[src/rtl/mem_access_ctrl.sv]
// mem_access_ctrl: initiator-side sequencer for the memory block.
// It accepts one read/write request at a time and turns it into an address
// phase, a data phase and, for reads, a latency wait. The read data is
// returned on a valid/ready response port.
//
// Handshake rule for both ports: a transfer happens on the rising clk edge
// where valid && ready are both 1. The response holds rsp_valid, rsp_wr and
// rsp_rdata stable until that edge. A request is accepted only in IDLE, so at
// most one transaction is outstanding.
//
// Every output is a register. Each state decides the outputs for the next state.
module mem_access_ctrl #(
   parameter int AW     = 8,
   parameter int DW     = 8,
   parameter int RD_LAT = 2
) (
   input  logic          clk,
   input  logic          rst,
   input  logic          req_valid,
   output logic          req_ready,
   input  logic          req_wr,
   input  logic          req_sel,
   input  logic [AW-1:0] req_addr,
   input  logic [DW-1:0] req_wdata,
   output logic          rd_en,
   output logic          wr_en,
   output logic          addrreg_en,
   output logic          addrbuff_en,
   output logic          datareg_en,
   output logic          databuff_en,
   output logic [AW-1:0] addr_in,
   output logic [DW-1:0] data_in,
   input  logic [DW-1:0] data_out,
   output logic          rsp_valid,
   input  logic          rsp_ready,
   output logic          rsp_wr,
   output logic [DW-1:0] rsp_rdata,
   output logic [15:0]   txn_count
);

   localparam logic [2:0] S_IDLE = 3'd0;
   localparam logic [2:0] S_ADDR = 3'd1;
   localparam logic [2:0] S_DATA = 3'd2;
   localparam logic [2:0] S_WAIT = 3'd3;
   localparam logic [2:0] S_RESP = 3'd4;

   localparam logic [3:0] LAT = 4'(RD_LAT);

   // The state register is visible at dut.state so that checkers can read it.
   logic [2:0]    state;
   logic          wr_q;
   logic          sel_q;
   logic [DW-1:0] wdata_q;
   logic [3:0]    cnt;

   // Sequencer: state, the latched request, the latency counter and every registered output
   always_ff @(posedge clk or posedge rst) begin
      if (rst) begin
         state       <= S_IDLE;
         wr_q        <= 1'b0;
         sel_q       <= 1'b0;
         wdata_q     <= '0;
         cnt         <= '0;
         req_ready   <= 1'b1;
         rd_en       <= 1'b0;
         wr_en       <= 1'b0;
         addrreg_en  <= 1'b0;
         addrbuff_en <= 1'b0;
         datareg_en  <= 1'b0;
         databuff_en <= 1'b0;
         addr_in     <= '0;
         data_in     <= '0;
         rsp_valid   <= 1'b0;
         rsp_wr      <= 1'b0;
         rsp_rdata   <= '0;
         txn_count   <= '0;
      end else begin
         case (state)
            S_IDLE: begin
               if (req_valid) begin
                  wr_q        <= req_wr;
                  sel_q       <= req_sel;
                  wdata_q     <= req_wdata;
                  req_ready   <= 1'b0;
                  rd_en       <= ~req_wr;
                  wr_en       <= req_wr;
                  addr_in     <= req_addr;
                  addrreg_en  <= ~req_sel;
                  addrbuff_en <= req_sel;
                  state       <= S_ADDR;
               end
            end
            S_ADDR: begin
               addrreg_en  <= 1'b0;
               addrbuff_en <= 1'b0;
               datareg_en  <= ~sel_q;
               databuff_en <= sel_q;
               data_in     <= wr_q ? wdata_q : '0;
               state       <= S_DATA;
            end
            S_DATA: begin
               datareg_en  <= 1'b0;
               databuff_en <= 1'b0;
               data_in     <= '0;
               if (wr_q || (LAT == 4'd0)) begin
                  // Writes finish here. A zero-latency read samples the memory now.
                  rd_en     <= 1'b0;
                  wr_en     <= 1'b0;
                  addr_in   <= '0;
                  rsp_valid <= 1'b1;
                  rsp_wr    <= wr_q;
                  rsp_rdata <= wr_q ? '0 : data_out;
                  state     <= S_RESP;
               end else begin
                  cnt   <= LAT;
                  state <= S_WAIT;
               end
            end
            S_WAIT: begin
               cnt <= cnt - 4'd1;
               if (cnt == 4'd1) begin
                  rd_en     <= 1'b0;
                  addr_in   <= '0;
                  rsp_valid <= 1'b1;
                  rsp_wr    <= 1'b0;
                  rsp_rdata <= data_out;
                  state     <= S_RESP;
               end
            end
            S_RESP: begin
               if (rsp_ready) begin
                  rsp_valid <= 1'b0;
                  rsp_wr    <= 1'b0;
                  rsp_rdata <= '0;
                  txn_count <= txn_count + 16'd1;
                  req_ready <= 1'b1;
                  state     <= S_IDLE;
               end
            end
            default: begin
               req_ready <= 1'b1;
               state     <= S_IDLE;
            end
         endcase
      end
   end

endmodule

[config.mk]
export PLATFORM = sky130hd
export DESIGN_NAME = mem_access_ctrl
export DESIGN_NICKNAME = d
export VERILOG_FILES = /design/src/rtl/mem_access_ctrl.sv
export SDC_FILE = /design/constraint.sdc
export NUM_CORES = 1
export LEC_CHECK = 0
export CORE_MARGIN = 2
export CORE_UTILIZATION = 40
export DETAILED_ROUTE_END_ITERATION = 10
export PLACE_DENSITY = 0.68
export SYNTH_ARGS = -nofsm -noshare
export SYNTH_HDL_FRONTEND = slang
export SYNTH_SLANG_ARGS = --single-unit
[constraint.sdc]
create_clock -name clk -period 2.45 [get_ports clk]
set_clock_uncertainty 0.05 [all_clocks]
set_input_delay 0.245 -clock clk [delete_from_list [all_inputs] [get_ports clk]]
set_output_delay 0.245 -clock clk [all_outputs]
set_load 0.01 [all_outputs]
==> results of run 1 <==
## cells in the mapped netlist (all sizes together)
master and count:
a211oi 2, a21oi 12, a22o 9, a22oi 7, a2bb2oi 1, a32oi 1
and2 1, and2b 1, and3 4, and4 3, and4bb 1, buf 8
clkbuf 5, dfrtp 65, dfstp 1, ha 3, inv 17, mux2 10
mux2i 10, nand2 31, nand2b 1, nand3 5, nand4 3, nor2 7
nor3 3, nor3b 3, nor4 1, nor4b 1, o21ai 19, o21bai 1
o22ai 3, o31ai 1, or2 1, or3 2, xnor2 13, xor2 2
## flip-flops by register name, indices dropped and copies added (netlist names), 3 cells and up
signal     count
data_in        8
cnt            4
state          3
txn_count     16
wdata_q        8
addr_in        8
rsp_rdata      8
## power by group
group / switching, W / leakage [nW] / internal, W
Sequential: 0.000300 / 0.857 / 0.00146
Clock: 0.000400 / 0.0814 / 0.000389
Combinational: 0.000888 / 0.847 / 0.000945
## worst max-delay path: cells and delay by family, from the launching register on
family                 cells  cell delay, ns
flip-flops                 1            0.51
AND/OR/NAND/NOR            2            0.52
AO/OA/AOI/OAI              2            0.40
buffers and inverters      1            0.30
## metrics by stage
step	util [%]	setup WS [ns]	std cells
finish	56.1	0.562	446
global placement	53.8	0.498	431
detailed placement	53.8	0.482	431
floorplan	-	0.502	258
CTS	56.1	0.546	446
global route	56.1	0.397	446
## final timing paths
kind,start,end,slack (ns),cells after the start
max,state[1],rsp_rdata[5],0.56,5
min,rst,txn_count[12],0.23,2
max reg2reg,state[1],rsp_rdata[5],0.56,5
min reg2reg,txn_count[10],txn_count[10],0.44,1
max in group asynchronous,rst,wdata_q[7],1.46,3
min in group clk,req_addr[2],addr_in[2],0.40,3
## area by class of cell
cell class | instances | area (sq um)
inverters | 17 | 63.8
clock buffers | 11 | 141
multi-input cells | 162 | 1160
fillers | 657 | 3150
flip-flops and latches | 66 | 1650
well taps | 99 | 124
repair buffers | 87 | 861
clock inverters | 4 | 28.8
## routing by layer
metal	part of all wire, %	GRT usage (%)	vias up	routed length (um)
li1	-	-	1063	-
met1	47	22.2	1100	2930
met2	47	26.4	57	2900
met3	5.1	4.19	10	318
met4	1.3	5.77	0	81
met5	0	0	-	0
## cells by family after synthesis
group	count (synthesis)	synth area share (%)
mux	20	7.22
fa+ha+maj	3	1.27
xor+xnor	15	4.97
compound gates	56	12.2
buf+inv	30	4.76
flops	66	56.1
simple gates	68	13.5
==> results by group, run 1 <==
Status
  – Outcome: finished, final reports clean

Synthesis
  – Synthesized instance count: 258
  – Yosys reg bits: 66
  – Synth Warn #: 0
  – Mapped Area: 2950 sq um
  – Synth top area cells: dfrtp_1 (55%), nand2_1 (4.0%), mux2_2 (3.8%), mux2i_1 (3.4%), xnor2_1 (3.3%)
  – Syn avg cell area: 11.4 sq um
  – Area leader, netlist: dfrtp_1
  – Netlist cell types: 43
  – Seq/Total Area, Yosys: 56.1%
  – Syn_nets: 291
  – Synth top area share: 55.2%

Layout
  – Most frequent cells in the layout: clkdlybuf4s50_1 (78), dfrtp_1 (65), nand2_1 (31)
  – Layout area overhead: 36.8%
  – Final nets: 376
  – Antenna cell count: 0
  – Share of post-route cells with drive strength above 1: 13.0%
  – Commonest non-fill, non-tap cell in the layout: clkdlybuf4s50_1
  – Post-route cell area: 4030 sq um

Route
  – Vias post-DR: 2230
  – Average routed wire per standard cell: 14.0 um
  – DRT Pass-1 Iters: 5
  – First DRT Iteration DRCs: 81
  – DRT antenna net count: 0
  – WL final: 6220 um
  – Vias per Instance: 5.00
  – DR DRC count: 0

Floorplanning
  – Die area: 8070 sq um
  – Number of I/O pins: 79
  – Die X: 89.8 um
  – Initial Util: 41.0%
  – Placeable Area: 7180 sq um
  – Rows: 31
  – Die height: 89.8 um

Clock network
  – CTS Hold Bufs: 0
  – Post-CTS Setup Inserts: 0
  – CTS tree: built
  – Clk sinks: 66
  – Worst-skew pair later-pin latency: 0.33 ns
  – Clock-pin slew on the worst setup and hold paths: 0.07 ns
  – Post-cts sizing count: 0
  – Root Driver: clkbuf_8
  – Num CTS Buffers: 9
  – Max Buffers Root-to-Sink: 2
  – H-tree depth: 3

STA
  – Endpoints failing setup: 0
  – Worst-margin pin slew: 0.736 ns
  – Slew HR: 50.8%
  – RSZ-0062 raised after global routing: no
  – Final hold violation count: 0
  – Hold Slack: 0.228 ns
  – Fin crit period: 1.89 ns
  – Max Fclk: 0.530 GHz
  – Setup TNS: 0 ns
  – Period utilization: 77.0%
  – Slew Limit Fails: 0

Placed design
  – Placement Cell Area: 3860 sq um
  – Number of port buffers: 78
  – DP Wirelength: 4430 um
  – Routability-driven placement congestion ratio: 0.768

Worst setup path
  – Crit path cell chain: buf_4 -> nand2b_1 -> nor2_1 -> o22ai_2 -> a22o_1
  – Worst path max stage delay: 0.51 ns
  – Crit path kind: flop to flop
  – Critical path required time: 2.62 ns
  – Setup crit start kind: flop
  – Arr. time, crit path: 2.06 ns
  – Setup crit end kind: flop
  – Worst Path Max Fanout: 19
  – Slowest-stage cell, CP: dfrtp_1

Power
  – Peak VDD IR: 593 uV
  – Leak pwr: 1.79 nW
  – Total power: 0.00438 W
  – Power Density: 1090 nW/um^2

Global routing
  – Total track usage: 16.6%
  – Vias in the first global route: 2306
  – Antenna violations before repair: 0
  – Global-route wire length before repair: 10900 um
  – Pin count of the biggest net entering global routing: 26
  – GR Overflow Total: 0

Flow run
  – Max-cap viol count: 0

Min path
  – HP Class: input port to async pin
Power figures use the tool's default switching activity.
==> run 2: changes to the inputs <==
==> constraint.sdc (replaced) <==
create_clock -name clk -period 1.8 [get_ports clk]
set_clock_uncertainty 0.05 [all_clocks]
set_input_delay 0.18 -clock clk [delete_from_list [all_inputs] [get_ports clk]]
set_output_delay 0.18 -clock clk [all_outputs]
set_load 0.01 [all_outputs]
==> results by group, run 2 (synthesized netlist as in run 1, its figures left out) <==
Status
  – Outcome: finished, final reports clean

Layout
  – Commonest non-fill, non-tap cell in the layout: clkdlybuf4s50_1
  – Max FFs per register: 16
  – Final Util: 59.3%
  – Share of post-route cells with drive strength above 1: 18.5%
  – Final nets: 390
  – Most frequent cells in the layout: clkdlybuf4s50_1 (78), dfrtp_1 (65), nand2_1 (31)
  – Antenna cell count: 0
  – Layout area overhead: 44.4%
  – Top reg by flops: txn_count

Worst setup path
  – Worst Path Max Fanout: 4
  – Critical path required time: 2.02 ns
  – Worst path max stage delay: 0.40 ns
  – Setup crit end kind: flop
  – Reg2Reg Setup Slack: 0.09 ns
  – Setup crit start kind: flop
  – Crit path kind: flop to flop
  – Crit Reg-Reg Endpoint: addr_in[4]
  – Slowest-stage cell, CP: dfrtp_1
  – Crit path cell chain: inv_2 -> ha_2 -> nor3b_4 -> a21oi_2 -> a211oi_2 -> buf_4 -> buf_4 -> mux2i_1
  – Most common cell type on the critical path: buf_4
  – Arr. time, crit path: 1.93 ns
  – R2r startpoint: cnt[1]
  – Worst reg-to-reg path cell count: 8

Route
  – Vias per Instance: 4.92
  – Detail Route met2 WL: 3260 um
  – DR DRC count: 0
  – Post-Route M1 WL: 3030 um
  – DRT antenna net count: 0
  – Average routed wire per standard cell: 14.6 um
  – WL final: 6720 um
  – DR WL met3: 337 um
  – First DRT Iteration DRCs: 92
  – DRT Pass-1 Iters: 4
  – Vias post-DR: 2267
  – Top layer in use: met4

Power
  – Peak VDD IR: 744 uV
  – Power Density: 1550 nW/um^2
  – Leak pwr: 1.89 nW

Floorplanning
  – Die height: 89.8 um
  – Die area: 8070 sq um
  – Number of I/O pins: 79
  – Initial Util: 41.0%
  – Placeable Area: 7180 sq um
  – Die X: 89.8 um
  – Rows: 31

Placed design
  – DP Wirelength: 4650 um
  – Number of port buffers: 78
  – Routability-driven placement congestion ratio: 0.752

Global routing
  – GR Overflow Total: 0
  – Total track usage: 17.2%
  – Global-route wire length before repair: 11100 um
  – Pin count of the biggest net entering global routing: 23
  – Vias in the first global route: 2213
  – Antenna violations before repair: 0

STA
  – Slew Limit Fails: 0
  – RSZ-0062 raised after global routing: no
  – Worst-margin pin slew: 0.530 ns
  – Fin crit period: 1.71 ns
  – Setup TNS: 0 ns
  – Period utilization: 94.9%
  – Slew HR: 64.6%
  – Max Fclk: 0.585 GHz
  – Endpoints failing setup: 0
  – Final hold violation count: 0

Clock network
  – Clk sinks: 66
  – Clock-pin slew on the worst setup and hold paths: 0.07 ns
  – Worst-skew pair later-pin latency: 0.35 ns
  – Root Driver: clkbuf_8
  – Num CTS Buffers: 9
  – H-tree depth: 3
  – Max Buffers Root-to-Sink: 2
  – CTS tree: built

Flow run
  – Max-cap viol count: 0

Min path
  – HP Class: input port to async pin
## run 2: routing by layer
metal / global-route usage [%] / vias up
met3: 5.95 / 6
met1: 22.7 / 1113
met4: 5.77 / 0
li1: - / 1098
met2: 26.6 / 50
met5: 0 / -
## run 2: per-stage QoR
step | instances | power (W) | setup slack [ns] | instance area [sq um] | hold WS (ns)
global route | 461 | 0.00705 | 0.00242 | 4250 | 0.212
detailed placement | 440 | 0.00507 | -0.00294 | 3960 | 0.437
floorplan | 258 | 0.00386 | 0.173 | 2950 | 0.238
finish | 461 | 0.00660 | 0.0911 | 4250 | 0.178
CTS | 456 | 0.00645 | 0.0309 | 4180 | 0.187
global placement | 440 | 0.00501 | 0.0258 | 3960 | 0.433
## run 2: area by class of cell
class	count	area, sq um
Clock buffer	9	124
Clock inverter	7	93.8
Fill cell	614	2920
Inverter	17	67.6
Multi-Input combinational cell	162	1190
Sequential cell	66	1650
Tap cell	99	124
Timing Repair Buffer	101	998
## run 2: power by group
| group | total, W | switching (W) | internal [W] |
|---|---|---|---|
| clock | 0.00136 | 0.000582 | 0.000776 |
| sequential | 0.00240 | 0.000406 | 0.00199 |
| combinational | 0.00284 | 0.00133 | 0.00151 |
| total | 0.00660 | 0.00232 | 0.00428 |
## run 2: how the worst max path moves through the flow
stage / startpoint / end / slack [ns] / depth (start not counted)
2_1_floorplan: state[1] / txn_count[13] / 0.17 / 7
3_3_place_gp: state[2] / rsp_rdata[2] / 0.03 / 4
3_5_place_dp: state[2] / rsp_rdata[2] / -0.003 / 4
4_1_cts: cnt[1] / addr_in[3] / 0.03 / 7
5_1_grt: cnt[1] / addr_in[1] / 0.002 / 8
6_report: cnt[1] / addr_in[4] / 0.09 / 8
## run 2: repair_timing
| item | CTS | global route |
|---|---|---|
| buffers inserted | 0 | 4 |
| endpoints found under the setup margin | 3 | 22 |
| gates cloned | 0 | 1 |
| resized for setup | 1 | 11 |
| hold buffers | 0 | 0 |
| pin swaps | 0 | 2 |
## run 2: worst max-delay path: cells and delay by family, from the launching register on
kind	cells	cell delay, ns
AOI/OAI and AO/OA	2	0.24
adders and majority gates	1	0.17
buffers and inverters	3	0.37
DFF	1	0.40
muxes	1	0.18
and+or+nand+nor	1	0.23
